### config.mk
export PLATFORM = sky130hd
export DESIGN_NAME = whack_judge
export DESIGN_NICKNAME = d
export VERILOG_FILES = /design/src/rtl/whack_pkg.sv /design/src/rtl/whack_judge_key_edge.sv /design/src/rtl/whack_judge.sv
export SDC_FILE = /design/constraint.sdc
export NUM_CORES = 1
export LEC_CHECK = 0
export CAP_MARGIN = 30
export CELL_PAD_IN_SITES_DETAIL_PLACEMENT = 1
export CELL_PAD_IN_SITES_GLOBAL_PLACEMENT = 2
export CORE_MARGIN = 5
export CORE_UTILIZATION = 40
export CTS_BUF_LIST = sky130_fd_sc_hd__clkbuf_16
export DETAILED_ROUTE_END_ITERATION = 6
export DONT_BUFFER_PORTS = 1
export GPL_ROUTABILITY_DRIVEN = 0
export PLACE_DENSITY = 0.8
export SLEW_MARGIN = 20
export SYNTH_ARGS = -nofsm -noshare
export SYNTH_HDL_FRONTEND = slang
export SYNTH_HIERARCHICAL = 1
export SYNTH_SLANG_ARGS = --single-unit
### constraint.sdc
create_clock -name clock -period 4 [get_ports clock]
set_input_delay 0.8 -clock clock [delete_from_list [all_inputs] [get_ports clock]]
set_output_delay 0.8 -clock clock [all_outputs]
set_load 0.05 [all_outputs]
### src/rtl/whack_pkg.sv
// Shared definitions for the whack-a-mole judge and display controller.
package whack_pkg;

  typedef enum logic [1:0] {
    IDLE  = 2'd0,
    WAIT  = 2'd1,
    ARMED = 2'd2,
    CLEAR = 2'd3
  } state_t;

  typedef struct packed {
    logic [3:0] tens;
    logic [3:0] ones;
  } score_t;

  localparam int SCORE_MAX = 99;

  // Bit positions of the mole lines, shared with the display controller.
  localparam int MOLE1 = 0;
  localparam int MOLE2 = 1;
  localparam int MOLE3 = 2;

  function automatic logic mole_lit(logic [2:0] m);
    return (m == 3'(1 << MOLE1)) || (m == 3'(1 << MOLE2)) || (m == 3'(1 << MOLE3));
  endfunction

  // Saturating BCD increment.
  function automatic score_t bcd_inc(score_t s);
    score_t r;
    r = s;
    if (int'(s.tens) * 10 + int'(s.ones) < SCORE_MAX) begin
      if (s.ones == 4'd9) begin
        r.ones = 4'd0;
        r.tens = s.tens + 4'd1;
      end else begin
        r.ones = s.ones + 4'd1;
      end
    end
    return r;
  endfunction

endpackage

### src/rtl/whack_judge_key_edge.sv
// Push-button synchronizer and rising-edge detector; press is registered.
module key_edge #(
  parameter int W = 3
) (
  input  logic         clock,
  input  logic         reset_n,
  input  logic [W-1:0] key,
  output logic [W-1:0] press
);

  logic [W-1:0] sync1, sync2, sync3;

  always_ff @(posedge clock or negedge reset_n) begin
    if (!reset_n) begin
      sync1 <= '0;
      sync2 <= '0;
      sync3 <= '0;
      press <= '0;
    end else begin
      sync1 <= key;
      sync2 <= sync1;
      sync3 <= sync2;
      press <= sync2 & ~sync3;
    end
  end

endmodule

### src/rtl/whack_judge.sv
// Player-side judge: decides hit / wrong key / escape, keeps BCD score and lives.
module whack_judge
  import whack_pkg::*;
#(
  parameter int LIVES = 3
) (
  input  logic       clock,
  input  logic       reset_n,
  input  logic       game,
  input  logic [2:0] mole,
  input  logic [2:0] key,
  output logic       turnoff,
  output logic [3:0] score_tens,
  output logic [3:0] score_ones,
  output logic [2:0] lives,
  output logic       game_over,
  output logic       hit_pulse,
  output logic       miss_pulse
);

  state_t     state, state_nx;
  score_t     score, score_nx;
  logic [2:0] target, target_nx;
  logic [2:0] lives_nx;
  logic [2:0] press;
  logic       game_d, game_start, lit;
  logic       over_nx, turnoff_nx, do_hit, do_miss;

  key_edge #(.W(3)) u_key_edge (
    .clock   (clock),
    .reset_n (reset_n),
    .key     (key),
    .press   (press)
  );

  assign game_start = game & ~game_d;
  assign lit        = mole_lit(mole);
  assign score_tens = score.tens;
  assign score_ones = score.ones;

  always_ff @(posedge clock or negedge reset_n) begin
    if (!reset_n) begin
      state      <= IDLE;
      score      <= '0;
      target     <= '0;
      lives      <= 3'(LIVES);
      game_over  <= 1'b0;
      turnoff    <= 1'b0;
      hit_pulse  <= 1'b0;
      miss_pulse <= 1'b0;
      game_d     <= 1'b0;
    end else begin
      state      <= state_nx;
      score      <= score_nx;
      target     <= target_nx;
      lives      <= lives_nx;
      game_over  <= over_nx;
      turnoff    <= turnoff_nx;
      hit_pulse  <= do_hit;
      miss_pulse <= do_miss;
      game_d     <= game;
    end
  end

  always_comb begin
    state_nx   = state;
    score_nx   = score;
    target_nx  = target;
    lives_nx   = lives;
    over_nx    = game_over;
    turnoff_nx = 1'b0;
    do_hit     = 1'b0;
    do_miss    = 1'b0;

    if (!game) begin
      state_nx = IDLE;
    end else if (game_start) begin
      state_nx = WAIT;
      score_nx = '0;
      lives_nx = 3'(LIVES);
      over_nx  = 1'b0;
    end else begin
      unique case (state)
        IDLE: ;
        WAIT: begin
          if (|press) begin
            do_miss = 1'b1;
          end else if (lit) begin
            target_nx = mole;
            state_nx  = ARMED;
          end
        end
        ARMED: begin
          // A wrong key outranks a simultaneous correct key.
          if (|(press & ~target)) begin
            do_miss = 1'b1;
          end else if (|(press & target)) begin
            do_hit     = 1'b1;
            turnoff_nx = 1'b1;
            state_nx   = CLEAR;
          end else if (!lit) begin
            do_miss  = 1'b1;
            state_nx = WAIT;
          end
        end
        CLEAR: begin
          if (mole == 3'b000) begin
            state_nx = WAIT;
          end else begin
            turnoff_nx = 1'b1;
          end
        end
        default: state_nx = IDLE;
      endcase
    end

    if (do_hit) score_nx = bcd_inc(score);

    if (do_miss) begin
      if (lives != 3'd0) lives_nx = lives - 3'd1;
      if (lives <= 3'd1) begin
        over_nx  = 1'b1;
        state_nx = IDLE;
      end
    end
  end

endmodule

==> results of run 1 <==
-- worst paths after layout --
path | startpoint | slack, ns | cells after the start | end
setup / recovery | score_ones[2] | 0.74 | 9 | score_ones[1]
setup reg to reg | score_ones[2] | 0.74 | 9 | score_ones[1]
max in group asynchronous | reset_n | 3.61 | 0 | lives[0]
hold reg to reg | u_key_edge/sync1[2] | 0.35 | 0 | u_key_edge/sync2[2]
hold / removal | reset_n | 0.22 | 0 | u_key_edge/sync1[2]
min in group clock | u_key_edge/sync1[2] | 0.35 | 0 | u_key_edge/sync2[2]
-- synthesized netlist by cell type, drive strengths merged --
library cell  instances
dfrtp                31
ha                   17
inv                  17
nor2                 16
nand2                15
o21ai                 9
a21oi                 8
nand3                 7
nor2b                 7
mux2                  5
nor3                  5
nand2b                4
mux2i                 3
nand4                 3
o21a                  3
o221ai                3
xor2                  3
a31oi                 2
a32o                  2
clkbuf                2
dfstp                 2
fa                    2
nor4                  2
o211ai                2
o31ai                 2
or2                   2
or3                   2
a21boi                1
a41o                  1
a41oi                 1
and2b                 1
and3                  1
buf                   1
o2111a                1
o21bai                1
o22ai                 1
o311ai                1
o41ai                 1
-- flip-flops by register name (all words and copies together) (netlist names) --
register / count
game_d: 1
game_over: 1
hit_pulse: 1
lives: 3
miss_pulse: 1
score_ones: 4
score_tens: 4
state: 2
target: 3
turnoff: 1
u_key_edge/press: 3
u_key_edge/sync1: 3
u_key_edge/sync2: 3
u_key_edge/sync3: 3
-- metrics by stage --
stage               area (um^2)  hold WS, ns
floorplan                  1950        0.331
global placement           2050        0.337
detailed placement         2050        0.338
CTS                        2220        0.210
global route               2220        0.204
finish                     2220        0.217
-- kinds of logic (layout without fill, tap and decap cells) --
logic type | Yosys count | in the layout
buf+inv | 20 | 29
flops | 33 | 33
fa+ha+maj | 19 | 19
simple gates | 65 | 65
mux | 8 | 8
compound gates | 39 | 39
xor+xnor | 3 | 3
-- critical path, delay by kind of cell, from the launching register on --
kind,cells,cell delay [ns]
adder cells (fa/ha/maj),1,0.49
multiplexers,1,0.33
AND/OR/NAND/NOR,2,0.51
buffers and inverters,1,0.28
flip-flops,1,0.74
AO/OA/AOI/OAI,4,0.78
-- report_power, final --
| part | switching, mW | internal (mW) |
|---|---|---|
| logic | 0.0765 | 0.0449 |
| registers | 0.0163 | 0.356 |
| clock network | 0.140 | 0.294 |
-- cell type report --
class / instances / area (um^2)
timing repair buffer: 4 / 30.0
multi-input combinational: 134 / 1040
clock buffer: 5 / 125
fill: 527 / 2500
clock inverter: 3 / 46.3
tap: 67 / 83.8
sequential: 33 / 828
inverter: 17 / 63.8
-- layer usage --
layer	part of all wire, %	vias up	track usage [%]
li1	-	676	-
met1	40	726	17.0
met2	55	21	31.0
met3	3.3	6	3.84
met4	1.3	0	4.90
met5	0	-	0
==> impl_metrics.tcl, run 1 <==
set metrics [dict create \
    status "finished, final reports clean" \
    coreArea_um2 4720 \
    syn_area_per_cell_um2 10.4 \
    grt_pass1_wl_um 7820 \
    synth_area_um2 1950 \
    place_ws_ns 0.783 \
    path_cells "inv_1 > fa_1 > and2b_1 > o211ai_1 > a41o_1 > a31oi_2 > or2_1 > o21ai_1 > mux2_1" \
    start_util_pct 41.2 \
    cp_slowest_stage_delay_ns 0.74 \
    power_density_nw_per_um2 418 \
    relSlewSlack_pct 57.6 \
    final_common_cell "dfrtp_1" \
    setup_viol 0 \
    io_buffers 0 \
    yosysUniqueCellTypes 49 \
    fmax_mhz 307 \
    post_cts_resized 0 \
    final_cells 263 \
    required_ns 4.15 \
    clock_latency_ns 0.27 \
    placed_cells_incl_taps 255 \
    synth_fa_ha_area_share_pct 13.0 \
    via_per_inst 5.43 \
    htree_levels 2 \
    hpwlAfterDp_um 3550 \
    layout_common_cells "dfrtp_1, inv_1, ha_1" \
    num_vias 1429 \
    critical_path.endpoint_type "flip-flop" \
    fin_util_pct 47.0 \
    die_y_um 79.7 \
    leakage_nw 0.991 \
    track_usage_pct 16.1 \
    io_pins 24 \
    die_w_um 79.7 \
    critPathSlowestCell "dfrtp_1" \
    synth.largest_area_cell "dfrtp_1" \
    antenna_found_initial 0 \
    yosysSeqAreaShare_pct 42.6 \
    drv_cap 0 \
    hold_class "primary input to async pin" \
    irDropWorstVdd_uv 229 \
    diodes 0 \
    drive_above_1_share_pct 15.3 \
    finalWirelength_um 4680 \
    rows 25 \
    grt_pass1_vias 1624 \
    drt_iter0_drc 89 \
    start_kind "flip-flop" \
    overflow 0 \
    synth_top_family_by_area "simple AND/OR/NAND/NOR gates" \
    postCtsSetupBuffers 0 \
    clock-root-buffer "clkbuf_16" \
    finalHoldViolCount 0 \
    numCtsBuffers 5 \
    min_period_ns 3.26 \
    drtPass1Iterations 4 \
    synth_warnings 6 \
    nNetsFinal 223 \
    clk_pin_slew_ns 0.05 \
    grt_setup_unrepaired "no" \
    syn-num-nets 215 \
    grt_max_degree 34 \
    muxShareOfSynthArea_pct 4.44 \
    netlist.area_leader.share_pct 39.9 \
    synth.area.top_cells "dfrtp_1, ha_1, inv_1" \
    cts_hold_buffers 0 \
    synth-compound-area-share_pct 15.6 \
    syn_inst 187 \
    clock_sinks 33 \
    clock_path_buffers 2 \
    cp_max_fo 6 \
    tightest_slew_ns 0.636 \
    crit_type "flip-flop to flip-flop" \
    synth.ff_latch_count 33 \
    synthToLayoutAreaGrowth_pct 14.0 \
    fin_ws_ns 0.740 \
    crit_arrival_ns 3.41 \
    ant_nets 0 \
    synth-xor-area-share_pct 1.35 \
    drc_errors 0 \
    final.period_utilization_pct 81.5 \
    synth-simple-area-share_pct 19.1 \
    finalPower_mw 0.928 \
    setup-tns-final_ns 0 \
    maxSlewViolCount 0 \
    wire_per_inst_um 17.8 \
    clock_skew_ns 0.00174 \
    die_area_um2 6360 \
    cts_tree "yes" \
]
Note: power is estimated with default switching activity, not from simulation.
==> run 2: changes to the inputs <==
--- a/config.mk
+++ b/config.mk
@@ -9,12 +9,12 @@
 export CELL_PAD_IN_SITES_DETAIL_PLACEMENT = 1
 export CELL_PAD_IN_SITES_GLOBAL_PLACEMENT = 2
 export CORE_MARGIN = 5
-export CORE_UTILIZATION = 40
+export CORE_UTILIZATION = 36
 export CTS_BUF_LIST = sky130_fd_sc_hd__clkbuf_16
 export DETAILED_ROUTE_END_ITERATION = 6
 export DONT_BUFFER_PORTS = 1
 export GPL_ROUTABILITY_DRIVEN = 0
-export PLACE_DENSITY = 0.8
+export PLACE_DENSITY = 0.76
 export SLEW_MARGIN = 20
 export SYNTH_ARGS = -nofsm -noshare
 export SYNTH_HDL_FRONTEND = slang
==> constraint.sdc (replaced) <==
create_clock -name clock -period 2.8 [get_ports clock]
set_input_delay 0.56 -clock clock [delete_from_list [all_inputs] [get_ports clock]]
set_output_delay 0.56 -clock clock [all_outputs]
set_load 0.05 [all_outputs]
==> impl_metrics.tcl, run 2 (synthesis gave the netlist of run 1 again) <==
set metrics [dict create \
    synthToLayoutAreaGrowth_pct 24.2 \
    r2r_slack_ns -0.09 \
    layout_common_cells "dfrtp_1, inv_1, nor2_1" \
    required_ns 2.97 \
    io_buffers 0 \
    ant_nets 0 \
    fmax_mhz 346 \
    maxSlewViolCount 0 \
    status "complete, but fails checks" \
    io_pins 24 \
    place_ws_ns -0.147 \
    grt_setup_unrepaired "yes" \
    cp_slowest_stage_delay_ns 0.47 \
    setup_viol 5 \
    grt_max_degree 32 \
    clock-root-buffer "clkbuf_16" \
    leakage_nw 1.07 \
    drtPass1Iterations 4 \
    finalWirelength_um 4780 \
    clock_path_buffers 2 \
    grt_pass1_vias 1594 \
    num_vias 1461 \
    crit_arrival_ns 3.06 \
    violations "negative setup slack" \
    antenna_found_initial 0 \
    die_area_um2 6970 \
    irDropWorstVdd_uv 345 \
    hpwlAfterDp_um 3640 \
    nFillCells 558 \
    path_buf_inv 1 \
    drv_cap 0 \
    critical-path-top-delay-family "simple AND/OR/NAND/NOR gates" \
    final_common_cell "dfrtp_1" \
    power_density_nw_per_um2 566 \
    relSlewSlack_pct 62.4 \
    multi_input_area_um2 1130 \
    critical_path.endpoint_type "flip-flop" \
    wire_per_inst_um 17.2 \
    seqCellArea_um2 833 \
    final_cells 277 \
    fin_ws_ns -0.0921 \
    htree_levels 2 \
    cp_common_cell "ha_4" \
    overflow 0 \
    cp_max_fo 4 \
    nNetsFinal 234 \
    clock_latency_ns 0.27 \
    diodes 0 \
    crit_type "flip-flop to flip-flop" \
    start_util_pct 37.6 \
    start_kind "flip-flop" \
    coreArea_um2 5170 \
    min_period_ns 2.89 \
    setup-tns-final_ns -0.209 \
    clock_sinks 33 \
    die_w_um 83.5 \
    hold_class "primary input to async pin" \
    track_usage_pct 14.4 \
    rows 26 \
    final.period_utilization_pct 103 \
    clock_skew_ns 0.00324 \
    grt_pass1_wl_um 8020 \
    via_per_inst 5.27 \
    tightest_slew_ns 0.564 \
    critPathSlowestCell "fa_1" \
    fin_util_pct 46.7 \
    placed_cells_incl_taps 266 \
    cts_tree "yes" \
    path_cells "ha_4 > ha_4 > inv_2 > fa_1 > nand2b_4 > o21bai_4 > nor4_4 > o31ai_4 > or2_4 > or3_4 > o41ai_2" \
    finalHoldViolCount 0 \
    numCtsBuffers 5 \
    drive_above_1_share_pct 29.0 \
    hold_ws_ns 0.105 \
    drc_errors 0 \
    clk_pin_slew_ns 0.05 \
    die_y_um 83.5 \
    drt_iter0_drc 31 \
]
## run 2: path summary, 6_finish.rpt
kind,to,start,cells after the start
max in group asynchronous,score_tens[2],reset_n,1
worst min-delay path,u_key_edge/sync3[2],reset_n,1
min in group clock,u_key_edge/sync1[1],key[1],0
worst max register to register,score_ones[3],score_tens[3],11
worst min register to register,u_key_edge/sync2[1],u_key_edge/sync1[1],0
worst max-delay path,score_ones[3],score_tens[3],11
## run 2: layout make-up
type | instances | area share (%)
multi-input combinational | 134 | 47.0
clock inverter | 3 | 1.92
sequential | 33 | 34.5
timing repair buffer | 15 | 5.18
tap | 70 | 3.63
clock buffer | 5 | 5.18
inverter | 17 | 2.64
## run 2: layer usage
layer	routed length, um	global-route usage (%)	up-vias
met4	100	5.41	0
met2	2540	25.6	24
met5	0	0	-
met3	131	3.16	11
met1	2000	17.0	730
li1	-	-	696
## run 2: power breakdown
| part | internal (mW) | total (mW) | leakage, nW | switching (mW) |
|---|---|---|---|---|
| combinational | 0.0890 | 0.215 | 0.574 | 0.126 |
| sequential | 0.510 | 0.533 | 0.414 | 0.0236 |
| clock | 0.420 | 0.620 | 0.0800 | 0.200 |
## run 2: metrics by stage
| stage | power (mW) | instance area [um^2] |
|---|---|---|
| CTS | 1.39 | 2380 |
| detailed placement | 0.738 | 2160 |
| finish | 1.37 | 2420 |
| global route | 1.43 | 2420 |
| global placement | 0.728 | 2160 |
| floorplan | 0.680 | 1990 |
## run 2: worst register-to-register path, stage by stage (launching register included)
cell and delay [ns]:
dfrtp_2 0.42, ha_4 0.27, ha_4 0.12, inv_2 0.03, fa_1 0.47, nand2b_4 0.16
o21bai_4 0.18, nor4_4 0.19, o31ai_4 0.10, or2_4 0.28, or3_4 0.34, o41ai_2 0.22
## run 2: repair_timing
action / CTS / global route
pin swaps: 0 / 1
hold buffers: 1 / 0
setup buffers: 1 / 1
endpoints found under the hold margin: 31 / 0
setup endpoints to repair: 7 / 8
gates resized for setup: 6 / 6
